===== config.mk =====
export PLATFORM = sky130hd
export DESIGN_NAME = clb_event_sched
export DESIGN_NICKNAME = d
export VERILOG_FILES = /design/src/rtl/clb_event_sched.sv
export SDC_FILE = /design/constraint.sdc
export NUM_CORES = 1
export LEC_CHECK = 0
export CORE_MARGIN = 5
export CORE_UTILIZATION = 50
export CTS_BUF_LIST = sky130_fd_sc_hd__clkbuf_4
export CTS_CLUSTER_DIAMETER = 60
export CTS_CLUSTER_SIZE = 30
export DETAILED_ROUTE_END_ITERATION = 10
export HOLD_SLACK_MARGIN = 0.12
export PLACE_DENSITY_LB_ADDON = 0.15
export SYNTH_ARGS = -nofsm -noshare
export SYNTH_HDL_FRONTEND = slang
export SYNTH_SLANG_ARGS = --single-unit
export TNS_END_PERCENT = 50

===== constraint.sdc =====
create_clock -name FCB_CLK -period 8.5 [get_ports FCB_CLK]
set_input_delay 2.55 -clock FCB_CLK [delete_from_list [all_inputs] [get_ports FCB_CLK]]
set_output_delay 2.55 -clock FCB_CLK [all_outputs]
set_load 0.01 [all_outputs]

===== src/rtl/clb_event_sched.sv =====
// Event pulse scheduler: latches rising edges on eight request lines and serves them
// round-robin as fixed-length pulses on EPWM_2A_o/EPWM_2B_o, each followed by a dead time.
module clb_event_sched (
  input  logic       FCB_CLK,
  input  logic       FCB_RST,
  input  logic [3:0] ccb_event0_i,
  input  logic [3:0] ccb_event1_i,
  input  logic       epwm_1a_i,
  input  logic       cfg_en,
  input  logic       cfg_sync_en,
  input  logic [7:0] cfg_pulse_len,
  input  logic [3:0] cfg_deadband,
  output logic       EPWM_2A_o,
  output logic       EPWM_2B_o,
  output logic       busy_o,
  output logic [2:0] grant_o,
  output logic       ovf_o
);

  typedef enum logic [1:0] {StIdle, StPulse, StDead} state_e;

  state_e     state_q, state_d;
  logic [7:0] req, req_q, edge_det;
  logic [7:0] pending_q, pending_d;
  logic [7:0] cnt_q, cnt_d;
  logic [3:0] db_q, db_d;
  logic [2:0] grant_q, grant_d;
  logic       ovf_q, ovf_d;
  logic       out_a_q, out_a_d, out_b_q, out_b_d, busy_q, busy_d;
  logic       epwm_1a_q, sync_ok;
  logic [2:0] rr_idx, rr_cand;
  logic       rr_found;
  logic       do_grant;
  logic [7:0] grant_mask;

  assign req      = {ccb_event1_i, ccb_event0_i};
  assign edge_det = req & ~req_q;
  assign sync_ok  = !cfg_sync_en | (epwm_1a_i & !epwm_1a_q);

  // Round-robin: scan upward from the index after the last grant, wrapping at 8.
  always_comb begin
    rr_idx   = grant_q;
    rr_cand  = grant_q;
    rr_found = 1'b0;
    for (int i = 1; i <= 8; i++) begin
      rr_cand = grant_q + 3'(i);
      if (!rr_found && pending_q[rr_cand]) begin
        rr_found = 1'b1;
        rr_idx   = rr_cand;
      end
    end
  end

  always_comb begin
    state_d    = state_q;
    pending_d  = pending_q;
    cnt_d      = cnt_q;
    db_d       = db_q;
    grant_d    = grant_q;
    ovf_d      = ovf_q;
    do_grant   = 1'b0;
    grant_mask = '0;
    if (!cfg_en) begin
      state_d   = StIdle;
      pending_d = '0;
      cnt_d     = '0;
    end else begin
      unique case (state_q)
        StIdle: begin
          if (rr_found && sync_ok) begin
            do_grant = 1'b1;
            grant_d  = rr_idx;
            cnt_d    = (cfg_pulse_len == 8'd0) ? 8'd0 : cfg_pulse_len - 8'd1;
            db_d     = cfg_deadband;
            state_d  = StPulse;
          end
        end
        StPulse: begin
          if (cnt_q == 8'd0) begin
            if (db_q == 4'd0) begin
              state_d = StIdle;
            end else begin
              state_d = StDead;
              cnt_d   = {4'b0000, db_q - 4'd1};
            end
          end else begin
            cnt_d = cnt_q - 8'd1;
          end
        end
        StDead: begin
          if (cnt_q == 8'd0) state_d = StIdle;
          else               cnt_d   = cnt_q - 8'd1;
        end
        default: state_d = StIdle;
      endcase
      if (do_grant) begin
        grant_mask          = 8'b1 << rr_idx;
        pending_d[rr_idx]   = 1'b0;
      end
      // A new edge re-arms the bit being granted this cycle, so only other bits overflow.
      if ((edge_det & pending_q & ~grant_mask) != 8'd0) ovf_d = 1'b1;
      pending_d = pending_d | edge_det;
    end
    out_a_d = (state_d == StPulse) & ~grant_d[0];
    out_b_d = (state_d == StPulse) &  grant_d[0];
    busy_d  = (state_d != StIdle);
  end

  always_ff @(posedge FCB_CLK) begin
    if (FCB_RST) begin
      state_q   <= StIdle;
      req_q     <= '0;
      epwm_1a_q <= 1'b0;
      pending_q <= '0;
      cnt_q     <= '0;
      db_q      <= '0;
      grant_q   <= 3'd7;
      ovf_q     <= 1'b0;
      out_a_q   <= 1'b0;
      out_b_q   <= 1'b0;
      busy_q    <= 1'b0;
    end else begin
      state_q   <= state_d;
      req_q     <= req;
      epwm_1a_q <= epwm_1a_i;
      pending_q <= pending_d;
      cnt_q     <= cnt_d;
      db_q      <= db_d;
      grant_q   <= grant_d;
      ovf_q     <= ovf_d;
      out_a_q   <= out_a_d;
      out_b_q   <= out_b_d;
      busy_q    <= busy_d;
    end
  end

  assign EPWM_2A_o = out_a_q;
  assign EPWM_2B_o = out_b_q;
  assign busy_o    = busy_q;
  assign grant_o   = grant_q;
  assign ovf_o     = ovf_q;

endmodule


==> qor.yml <==
outcome: "finished, final reports clean"
crit_chain: "clkdlybuf4s50_1, nand2b_1, a2111oi_0, nor3b_1"
ys_seq_area_share_pct: 23.98
layout_min_cycle_time_ps: 4746
timing.final.crit_share_pct: 55.84
crit_start: "FCB_RST"
rsz0062_at_grt: "false"
critPathKind: "input pin to flop"
grt_pass1_vias: 2494
cts_buffers: 5
clk_pin_slew_worst_paths_ps: 120
grt_start_max_net_pins: 27
synth_flop_cell: "dfxtp_1"
gp_congestion: 0.9855
synth_edf_count: 0
tightestPinTransition_ps: 746.7
layout_common_cells: "38 x dfxtp_1, 34 x nor2_1, 31 x clkdlybuf4s50_1, 26 x inv_1, 26 x nand2_1"
fp.dieArea_sq_mm: 0.008036
grt-ovfl-total: 0
powerDensity_mw_per_mm2: 373.4
dieHeight_um: 89.65
syn_area_sq_mm: 0.003172
setup_viol: 0
stdcell_area_sq_mm: 0.003535
route.detailed.drc: 0
cp_max_fo: 19
ys_async_sr_fraction_pct: 0
cap_violations: 0
ios: 32
die_w_um: 89.65
hold_viol_final: 0
nFillCells: 597
cts_tree: "yes"
antenna_found_initial: 0
cp.arrival_ps: 5010
initial_core_util_pct: 50.53
cts_resized: 0
required_ps: 8770
ys_seq_elements: 38
coreArea_sq_mm: 0.006277
drtAntennaViolNets: 0
fin_setup_tns_ps: 0
row_count: 29
fin_skew_ps: 8.937
diodes: 0
setup_slack_ps: 3754
slowest_stage: "a2111oi_0"
hpwlAfterDp_mm: 5.909
cp-end-kind: "flop"
final_common_cell: "dfxtp_1"
wirelength_mm: 7.787
worstHoldStart: "cnt_q[6]"
synthCells: 373
yosysWarnings: 0
dp_slack_ps: 3362
cts-root-buf: "clkbuf_4"
slew_headroom_pct: 48.94
drive_gt1_share_pct: 10.13
syn2layout_area_growth_pct: 11.44
syn_area_per_cell_sq_um: 8.503
hold_buffers: 0
worst_r2r_startpoint: "grant_o[1]"
irDropWorstVdd_mv: 0.1971
drt-wirelength-per-cell_um: 16.50
synth.distinct_cells: 67
synthesis.nets: 409
portBuffers: 31
dpl_cell_area_sq_mm: 0.003481
cp-start-kind: "input pin"
fin_nets: 430
dr.pass1.iters: 4
drv_slew: 0
clock_path_buffers: 2
max_freq_mhz: 210.7
grt_pass1_wl_mm: 12.50
grtUsageTotal_pct: 19.71
vias: 2877
max_stage_delay_ps: 790
post_drt_via_cell_ratio: 6.095
cts_max_level: 2
min_path_type: "flop to flop"
insertion_delay_ps: 340
cts_setup_buffers: 0
cts.sinks: 38
p_leak_nw: 1.463
drtIter0Drc: 239
-- path summary, 6_finish.rpt --
check | to | slack (ps) | cells past startpoint
setup reg to reg | ovf_o | 3960 | 12
hold reg to reg | cnt_q[6] | 500 | 2
setup / recovery | EPWM_2B_o | 3750 | 4
hold / removal | cnt_q[6] | 500 | 2
-- metrics by stage --
step                power [mW]  util (%)  instances  hold WS, ps
global route             1.423     56.31        472        535.8
finish                   1.320     56.31        472        501.8
floorplan                1.013         -        373        448.2
global placement         1.202     55.45        464        485.7
CTS                      1.310     56.31        472        501.9
detailed placement       1.213     55.45        464        483.3
-- cell type report --
class / count / area (sq um) / share of cell area [%]
inverter: 26 / 97.59 / 2.761
tap: 77 / 96.34 / 2.726
multi-input combinational: 289 / 2193 / 62.05
clock inverter: 3 / 16.27 / 0.4602
timing repair buffer: 34 / 332.8 / 9.416
sequential: 38 / 760.7 / 21.52
clock buffer: 5 / 37.54 / 1.062
-- cell usage after synthesis (3+ instances only) --
cell type	instances	area share [%]
a311oi_1	4	1.1
inv_1	26	3.1
dfxtp_1	38	24
clkbuf_1	14	1.7
xor2_1	8	2.2
o32ai_1	3	0.83
ha_1	11	4.3
nand2_1	26	3.1
mux4_2	8	5.7
nand2b_1	12	2.4
nand3_1	8	1.3
nor3_1	17	2.7
a31oi_1	3	0.59
mux4_1	5	4.1
o211ai_1	4	0.95
a211o_1	3	0.83
o21ai_0	22	3.5
a2bb2oi_1	3	0.83
nand3b_1	3	0.71
a22oi_1	3	0.71
nor2_1	34	4.0
mux2_2	9	3.2
xnor2_1	6	1.7
a221oi_1	3	0.83
mux2i_1	17	5.4
a211oi_1	3	0.71
or2_2	3	0.59
nor2b_1	11	2.2
a21oi_1	17	2.7
-- flip-flops by register name (all words and copies together), names as in the netlist --
register   count
busy_o         1
EPWM_2A_o      1
EPWM_2B_o      1
db_q           4
req_q          8
epwm_1a_q      1
pending_q      8
cnt_q          8
ovf_o          1
grant_o        3
state_q        2
-- report_power, final --
part | switching (mW) | leakage, nW | internal, mW
clock | 0.0622 | 0.0286 | 0.0308
combinational | 0.565 | 1.12 | 0.399
sequential | 0.0513 | 0.312 | 0.212
total | 0.678 | 1.46 | 0.642
-- worst max-delay path: cells and delay by family --
family,cells,cell delay [ps]
and+or+nand+nor,2,880
buffers and inverters,1,780
AOI/OAI and AO/OA,1,790
-- logic make-up (layout without fill, tap and decap cells) --
logic type               after synthesis  in the layout  synth area share (%)
AO/OA/AOI/OAI                         93             93                 20.71
XOR/XNOR                              15             15                 4.379
adder cells (fa/ha/maj)               11             11                 4.339
buffers and inverters                 46             68                 6.864
flip-flops                            38             38                 23.98
multiplexers                          40             40                 18.86
AND/OR/NAND/NOR                      130            130                 20.87
-- layer usage --
| metal | global-route usage [%] | vias up | wire [um] |
|---|---|---|---|
| met3 | 3.467 | 6 | 409 |
| met5 | 0 | - | 0 |
| li1 | - | 1414 | - |
| met2 | 28.99 | 76 | 3486 |
| met1 | 30.41 | 1381 | 3831 |
| met4 | 3.383 | 0 | 59 |
(Power assumes the default switching activity.)
